File: src/rtl/mm2s_packet_router.sv
// MM2S receive-side router: splits one AXI Stream into per-channel FIFO write ports by tdest.
// Packets are routed whole; out-of-range destinations are drained and counted.
module mm2s_packet_router #(
    parameter int AXIS_DATA_WIDTH = 32,
    parameter int FIFO_DATA_WIDTH = 32,
    parameter int AXIS_KEEP_WIDTH = AXIS_DATA_WIDTH / 8,
    parameter int AXIS_DEST_WIDTH = 4,
    parameter int NUM_CHANNELS    = 2,
    parameter int CNT_WIDTH       = 16
) (
    input  logic                       clk_in,
    input  logic                       rst_in,
    input  logic                       SRC_AXIS_tvalid_in,
    output logic                       SRC_AXIS_tready_out,
    input  logic [AXIS_DATA_WIDTH-1:0] SRC_AXIS_tdata_in,
    input  logic [AXIS_DEST_WIDTH-1:0] SRC_AXIS_tdest_in,
    input  logic [AXIS_KEEP_WIDTH-1:0] SRC_AXIS_tkeep_in,
    input  logic                       SRC_AXIS_tlast_in,
    input  logic                       SRC_AXIS_tuser_in,
    output logic [FIFO_DATA_WIDTH-1:0] fifo_data_out,
    output logic                       fifo_last_out,
    output logic [NUM_CHANNELS-1:0]    fifo_w_stb_out,
    input  logic [NUM_CHANNELS-1:0]    fifo_full_in,
    output logic [CNT_WIDTH-1:0]       drop_count_out,
    output logic                       err_keep_out,
    output logic [1:0]                 state_dbg_out
);

    // Handshake: a beat transfers on a rising clk_in edge where tvalid & tready are both high;
    // tready is combinational from state, tdest (IDLE only) and the selected FIFO's full flag.

    typedef enum logic [1:0] {
        IDLE  = 2'd0,
        ROUTE = 2'd1,
        DROP  = 2'd2
    } state_t;

    localparam int MIN_W = (FIFO_DATA_WIDTH < AXIS_DATA_WIDTH) ? FIFO_DATA_WIDTH : AXIS_DATA_WIDTH;

    state_t                       state_q, state_d;
    logic [AXIS_DEST_WIDTH-1:0]   dest_q, dest_d;
    logic [AXIS_DEST_WIDTH-1:0]   route_dest;
    logic                         route_beat;
    logic                         drop_inc;
    logic                         accept;
    logic                         tready;
    logic                         dest_ok;
    logic [NUM_CHANNELS-1:0]      stb_d;
    logic [FIFO_DATA_WIDTH-1:0]   data_fit;
    logic                         unused_ok;

    assign unused_ok = SRC_AXIS_tuser_in;

    function automatic logic full_at(input logic [AXIS_DEST_WIDTH-1:0] d,
                                     input logic [NUM_CHANNELS-1:0] f);
        logic r;
        r = 1'b0;
        for (int c = 0; c < NUM_CHANNELS; c++) begin
            if (d == AXIS_DEST_WIDTH'(c)) r = f[c];
        end
        return r;
    endfunction

    assign dest_ok = ({1'b0, SRC_AXIS_tdest_in} < (AXIS_DEST_WIDTH + 1)'(NUM_CHANNELS));

    always_comb begin
        state_d    = state_q;
        dest_d     = dest_q;
        tready     = 1'b0;
        route_beat = 1'b0;
        route_dest = dest_q;
        drop_inc   = 1'b0;
        accept     = 1'b0;
        case (state_q)
            IDLE: begin
                tready = dest_ok ? ~full_at(SRC_AXIS_tdest_in, fifo_full_in) : 1'b1;
                tready = tready & ~rst_in;
                accept = SRC_AXIS_tvalid_in & tready;
                if (accept) begin
                    if (dest_ok) begin
                        route_beat = 1'b1;
                        route_dest = SRC_AXIS_tdest_in;
                        if (!SRC_AXIS_tlast_in) begin
                            state_d = ROUTE;
                            dest_d  = SRC_AXIS_tdest_in;
                        end
                    end else if (SRC_AXIS_tlast_in) begin
                        drop_inc = 1'b1;
                    end else begin
                        state_d = DROP;
                    end
                end
            end
            ROUTE: begin
                tready = ~full_at(dest_q, fifo_full_in) & ~rst_in;
                accept = SRC_AXIS_tvalid_in & tready;
                if (accept) begin
                    route_beat = 1'b1;
                    if (SRC_AXIS_tlast_in) state_d = IDLE;
                end
            end
            DROP: begin
                tready = ~rst_in;
                accept = SRC_AXIS_tvalid_in & tready;
                if (accept && SRC_AXIS_tlast_in) begin
                    drop_inc = 1'b1;
                    state_d  = IDLE;
                end
            end
            default: begin
                state_d = IDLE;
            end
        endcase
    end

    always_comb begin
        stb_d = '0;
        for (int c = 0; c < NUM_CHANNELS; c++) begin
            stb_d[c] = route_beat && (route_dest == AXIS_DEST_WIDTH'(c));
        end
    end

    always_comb begin
        data_fit = '0;
        data_fit[MIN_W-1:0] = SRC_AXIS_tdata_in[MIN_W-1:0];
    end

    always_ff @(posedge clk_in) begin
        if (rst_in) begin
            state_q        <= IDLE;
            dest_q         <= '0;
            fifo_w_stb_out <= '0;
            fifo_data_out  <= '0;
            fifo_last_out  <= 1'b0;
            drop_count_out <= '0;
            err_keep_out   <= 1'b0;
        end else begin
            state_q        <= state_d;
            dest_q         <= dest_d;
            fifo_w_stb_out <= stb_d;
            if (route_beat) begin
                fifo_data_out <= data_fit;
                fifo_last_out <= SRC_AXIS_tlast_in;
            end
            // Saturate rather than wrap so a long run of bad packets never reads as few.
            if (drop_inc && (drop_count_out != {CNT_WIDTH{1'b1}})) begin
                drop_count_out <= drop_count_out + 1'b1;
            end
            if (accept && (SRC_AXIS_tkeep_in != {AXIS_KEEP_WIDTH{1'b1}})) begin
                err_keep_out <= 1'b1;
            end
        end
    end

    assign SRC_AXIS_tready_out = tready;
    assign state_dbg_out       = state_q;

endmodule
File: config.mk
export PLATFORM = sky130hd
export DESIGN_NAME = mm2s_packet_router
export DESIGN_NICKNAME = d
export VERILOG_FILES = /design/src/rtl/mm2s_packet_router.sv
export SDC_FILE = /design/constraint.sdc
export NUM_CORES = 1
export LEC_CHECK = 0
export CAP_MARGIN = 25
export CORE_MARGIN = 2
export CORE_UTILIZATION = 30
export DETAILED_ROUTE_END_ITERATION = 16
export PLACE_DENSITY = 0.61
export SYNTH_ARGS = -nofsm -noshare
export SYNTH_HDL_FRONTEND = slang
export SYNTH_SLANG_ARGS = --single-unit
File: constraint.sdc
create_clock -name clk_in -period 2.6 [get_ports clk_in]
set_clock_uncertainty 0.05 [all_clocks]
set_input_delay 0.52 -clock clk_in [delete_from_list [all_inputs] [get_ports clk_in]]
set_output_delay 0.52 -clock clk_in [all_outputs]
set_load 0.005 [all_outputs]
==> impl_metrics.json, run 1 <==
{
  "critical_path_arrival_ns": 1.84,
  "syn-num-nets": 302,
  "grt_pass1_wl_um": 11400,
  "synthArstFlopShare": 0,
  "yosysTopAreaCellShare": 0.448,
  "netlist_top_cells_count": "58 x dfxtp_1, 38 x mux2_2, 36 x nor2b_1",
  "slowest_delay_ns": 0.48,
  "hold_class": "flip-flop to flip-flop",
  "hold_viol": 0,
  "area_growth_pct": 56.8,
  "portBuffers": 100,
  "ioPinCount": 102,
  "ys_ff_latch": 58,
  "dpl.hpwl_um": 4800,
  "wl_per_cell_um": 13.9,
  "worst_slack_ns": 0.194,
  "nNetsFinal": 417,
  "diodes": 0,
  "total_power_mw": 2.02,
  "cts.sinks": 58,
  "h-tree-depth": 3,
  "cts_hold_buffers": 0,
  "critPathCaptureType": "output port",
  "synth_top_flop_cell": "dfxtp_1",
  "cts_tree": "yes",
  "cts_buffer_depth": 2,
  "slew_viol_final": 0,
  "synth-seq-area-share": 0.448,
  "critPathRequiredTime_ns": 2.03,
  "use_met1": 0.193,
  "overflow": 0,
  "drv_cap": 0,
  "outcome": "finished clean",
  "core_mm2": 0.00830,
  "grt_max_degree": 38,
  "finalSetupViolCount": 0,
  "yosysMostFrequentCell": "dfxtp_1",
  "avgSynthCellArea_um2": 10.2,
  "start_kind": "input pin",
  "use_met3": 0.0679,
  "grt-busiest-layer": "met2",
  "period_needed_ns": 2.41,
  "tightest_slew_ns": 0.637,
  "irDropWorstVdd_mv": 0.297,
  "grt_pass1_vias": 2301,
  "die-area_mm2": 0.00939,
  "dpl_worst_slack_ns": -0.355,
  "clkLatencyLatePin_ns": 0.33,
  "dieWidth_um": 96.9,
  "dr_total_vias": 2280,
  "dieHeight_um": 96.9,
  "ys_types": 39,
  "cp_max_fo": 3,
  "cts_root_buf": "clkbuf_8",
  "rsz0062_at_grt": "no",
  "antenna_found_initial": 0,
  "r2r_slack_ns": 0.49,
  "post-route-util": 0.489,
  "clk_pin_slew_worst_paths_ns": 0.07,
  "drc": 0,
  "drtPass1Iterations": 4,
  "post-route-period-util": 0.925,
  "initial_utilization": 0.312,
  "yosys_warnings": 0,
  "p_leak_nw": 1.59,
  "gp_congestion": 0.769,
  "critPathTopFamily": "buffers and inverters",
  "use_met2": 0.222,
  "rows": 33,
  "synth_edf_count": 0,
  "syn-cell-area_mm2": 0.00259,
  "slowest_stage": "clkdlybuf4s50_1",
  "power_density_mw_per_mm2": 498,
  "synth_area_leaders": "dfxtp_1 45%, mux2_2 17%, nor2b_1 8.7%",
  "synth_cells": 254,
  "synth.largest_area_cell": "dfxtp_1",
  "layout-drive-gt1-share": 0.217,
  "max_slew_margin": 0.572,
  "dpl_cell_area_mm2": 0.00380,
  "detail-route-antenna-nets": 0,
  "grtUsageTotal": 0.149,
  "worst-path-buf-inv": 2,
  "cts_buffers": 9,
  "fmax_mhz": 416,
  "post-route-cell-area_mm2": 0.00406,
  "wirelength_um": 6670,
  "crit_chain": "clkdlybuf4s50_1 -> nor4_4 -> a21oi_2 -> o21ba_2 -> dlygate4sd2_1",
  "crit_type": "input pin to output port",
  "via_per_inst": 4.76,
  "drt_iter0_drc": 86
}
## what timing repair did
item / 4_1_cts / 5_1_grt
setup buffers: 1 / 0
setup endpoints to repair: 1 / 1
gates resized for setup: 9 / 1
pin swaps: 3 / 0
## state kept, by name, summed over array words and instances, names as in the netlist
| register | count |
|---|---|
| dest_q | 4 |
| fifo_w_stb_out | 2 |
| err_keep_out | 1 |
| fifo_last_out | 1 |
| state_dbg_out | 2 |
| fifo_data_out | 32 |
| drop_count_out | 16 |
## layout by cell type, fill, tap and decap left out, types with 3 or more instances in the layout
cell type and count:
nand3_1 8, clkbuf_8 9, mux2i_1 7, nor3_1 4, o211ai_1 5, nand2_1 3, or4_1 5, nor2_1 7
nor4_1 3, and2_1 7, inv_1 3, nand4_1 4, dfxtp_1 58, a21oi_1 10, and4_1 3, o31ai_1 5
buf_4 16, mux2_2 37, dlygate4sd2_1 4, clkdlybuf4s50_1 95, nand2b_1 5, and3_1 5, nor2b_1 36
## cell type report
type,instances,area [um^2]
Tap cell,105,131
Fill cell,805,4240
Timing Repair Buffer,117,1130
Inverter,3,11.3
Clock buffer,9,124
Clock inverter,7,101
Multi-Input combinational cell,180,1400
Sequential cell,58,1160
## per-stage QoR
| step | TNS [ns] | cells | hold slack [ns] |
|---|---|---|---|
| CTS | 0 | 479 | 0.403 |
| floorplan | 0 | 254 | 0.381 |
| global route | 0 | 479 | 0.444 |
| detailed placement | -1.15 | 462 | 0.391 |
| finish | 0 | 479 | 0.402 |
| global placement | -0.930 | 462 | 0.385 |
## routing by layer
layer / share of wire / vias to the layer above
met3: 0.093 / 7
li1: - / 1147
met5: 0 / -
met4: 0.011 / 0
met1: 0.46 / 1042
met2: 0.43 / 84
## worst register-to-register path, stage by stage, from the launching register on
cell and delay (ns):
dfxtp_1 0.39, nand4bb_1 0.30, or4_4 0.62, or4_1 0.53, a21oi_1 0.16
## cells by family after synthesis
kind of cell,after synthesis,share of synthesized area
flops,58,0.448
simple gates,103,0.249
mux,45,0.192
fa+ha+maj,1,0.00483
buf+inv,16,0.0275
compound gates,31,0.0778
## where the power goes
part           internal, mW  switching (mW)  total [mW]
sequential            0.900         0.00934       0.910
clock                 0.547           0.394       0.941
combinational         0.113          0.0580       0.171
## final timing paths
path	start	to	depth (start not counted)
worst max-delay path	SRC_AXIS_tdest_in[1]	SRC_AXIS_tready_out	5
worst min-delay path	err_keep_out$_SDFFE_PP0P_	err_keep_out$_SDFFE_PP0P_	2
worst max register to register	state_dbg_out[0]$_SDFFE_PP0P_	drop_count_out[11]$_SDFFE_PP0P_	4
worst min register to register	err_keep_out$_SDFFE_PP0P_	err_keep_out$_SDFFE_PP0P_	2
(Power assumes the default switching activity.)
==> run 2: changes to the inputs <==
--- a/config.mk
+++ b/config.mk
@@ -10,6 +10,7 @@
 export CORE_UTILIZATION = 30
 export DETAILED_ROUTE_END_ITERATION = 16
 export PLACE_DENSITY = 0.61
+export SETUP_SLACK_MARGIN = 0.15
 export SYNTH_ARGS = -nofsm -noshare
 export SYNTH_HDL_FRONTEND = slang
 export SYNTH_SLANG_ARGS = --single-unit
==> constraint.sdc (replaced) <==
create_clock -name clk_in -period 2.71 [get_ports clk_in]
set_clock_uncertainty 0.05 [all_clocks]
set_input_delay 0.542 -clock clk_in [delete_from_list [all_inputs] [get_ports clk_in]]
set_output_delay 0.542 -clock clk_in [all_outputs]
set_load 0.005 [all_outputs]
==> impl_metrics.json, run 2 (same netlist as run 1, synthesis figures left out) <==
{
  "outcome": "finished clean",
  "largest_reg_flops": 32,
  "max_slew_margin": 0.613,
  "mostFrequentLayoutCell": "clkdlybuf4s50_1",
  "layout_common_cells": "94 x clkdlybuf4s50_1, 58 x dfxtp_1, 37 x mux2_2, 36 x nor2b_1, 10 x a21oi_1",
  "drv_cap": 0,
  "post_cts_buffers": 0,
  "wl_met3_um": 665,
  "dpl_worst_slack_ns": -0.367,
  "dieWidth_um": 96.9,
  "core_mm2": 0.00830,
  "dpl.hpwl_um": 4850,
  "antenna_found_initial": 1,
  "period_needed_ns": 2.38,
  "dpl_cell_area_mm2": 0.00376,
  "power_density_mw_per_mm2": 505,
  "highest_layer": "met5",
  "ioPinCount": 102,
  "diodes": 0,
  "cts_buffer_depth": 2,
  "area_growth_pct": 55.9,
  "die-area_mm2": 0.00939,
  "irDropWorstVdd_mv": 0.291,
  "wl_per_cell_um": 14.3,
  "detail-route-antenna-nets": 0,
  "dr_total_vias": 2286,
  "cts.sinks": 58,
  "grtUsageTotal": 0.147,
  "post-route-period-util": 0.877,
  "worst_slack_ns": 0.333,
  "wirelength_um": 6750,
  "clkLatencyLatePin_ns": 0.34,
  "hold_viol": 0,
  "nNetsFinal": 411,
  "critical_path_arrival_ns": 1.78,
  "overflow": 0,
  "cp_max_fo": 3,
  "rsz0062_at_grt": "no",
  "crit_type": "input pin to output port",
  "post-route-cell-area_mm2": 0.00404,
  "h-tree-depth": 3,
  "cts_root_buf": "clkbuf_8",
  "start_kind": "input pin",
  "via_per_inst": 4.83,
  "rows": 33,
  "initial_utilization": 0.312,
  "critPathRequiredTime_ns": 2.12,
  "cts_hold_buffers": 0,
  "top_register": "fifo_data_out",
  "cts_buffers": 9,
  "gp_congestion": 0.794,
  "cts_tree": "yes",
  "largest_registers": "fifo_data_out: 32 flops, drop_count_out: 16 flops, dest_q: 4 flops",
  "slew_viol_final": 0,
  "clk_pin_slew_worst_paths_ns": 0.07,
  "drtPass1Iterations": 4,
  "wl_met2_um": 3060,
  "finalSetupViolCount": 0,
  "drt_iter0_drc": 54,
  "grt_max_degree": 34,
  "layout-drive-gt1-share": 0.201,
  "total_power_mw": 2.04,
  "tightest_slew_ns": 0.576,
  "drt-met1-wl_um": 2950,
  "p_leak_nw": 1.58,
  "ctsResizeCount": 11,
  "finalNonFillerCells": 473,
  "critPathCaptureType": "output port",
  "portBuffers": 100,
  "grt_pass1_wl_um": 11200,
  "dieHeight_um": 96.9,
  "hold_class": "flip-flop to flip-flop",
  "fmax_mhz": 421,
  "place_inst": 456,
  "drc": 0,
  "grt_pass1_vias": 2342
}
[run 2: report_power, final]
part           switching (mW)  leakage, nW  internal (mW)
combinational          0.0546        0.987          0.106
clock                   0.385        0.124          0.620
sequential            0.00994        0.468          0.864
total                   0.450         1.58           1.59
[run 2: layer usage]
layer | vias up | global-route usage
met2 | 85 | 0.231
met4 | 2 | 0.0553
met1 | 1053 | 0.171
met3 | 9 | 0.0766
li1 | 1137 | -
met5 | - | 0
[run 2: critical path: stages]
cell and delay [ns]:
dlygate4sd2_1 0.27, nor4_4 0.42, a21oi_4 0.09, o21ba_2 0.20
dlygate4sd2_1 0.25
[run 2: final cells by class]
cell class	instances	area, um^2
sequential	58	1160
tap	105	131
inverter	3	11.3
clock buffer	9	124
clock inverter	7	125
multi-input combinational	180	1400
timing repair buffer	111	1080
fill	770	4260
[run 2: worst paths after layout]
check,from,end,slack [ns],cells after the start
worst min-delay path,err_keep_out$_SDFFE_PP0P_,err_keep_out$_SDFFE_PP0P_,0.40,2
worst max-delay path,SRC_AXIS_tdest_in[3],SRC_AXIS_tready_out,0.33,5
worst max register to register,dest_q[1]$_SDFFE_PP0P_,fifo_data_out[22]$_SDFFE_PP0P_,0.55,5
worst min register to register,err_keep_out$_SDFFE_PP0P_,err_keep_out$_SDFFE_PP0P_,0.40,2
[run 2: stage by stage]
step                      utilization  TNS, ns  hold slack (ns)
after floorplan                     -        0            0.381
after global placement          0.453   -0.659            0.388
after detailed placement        0.453   -0.857            0.393
after CTS                       0.486        0            0.403
after global routing            0.487        0            0.424
final                           0.487        0            0.399
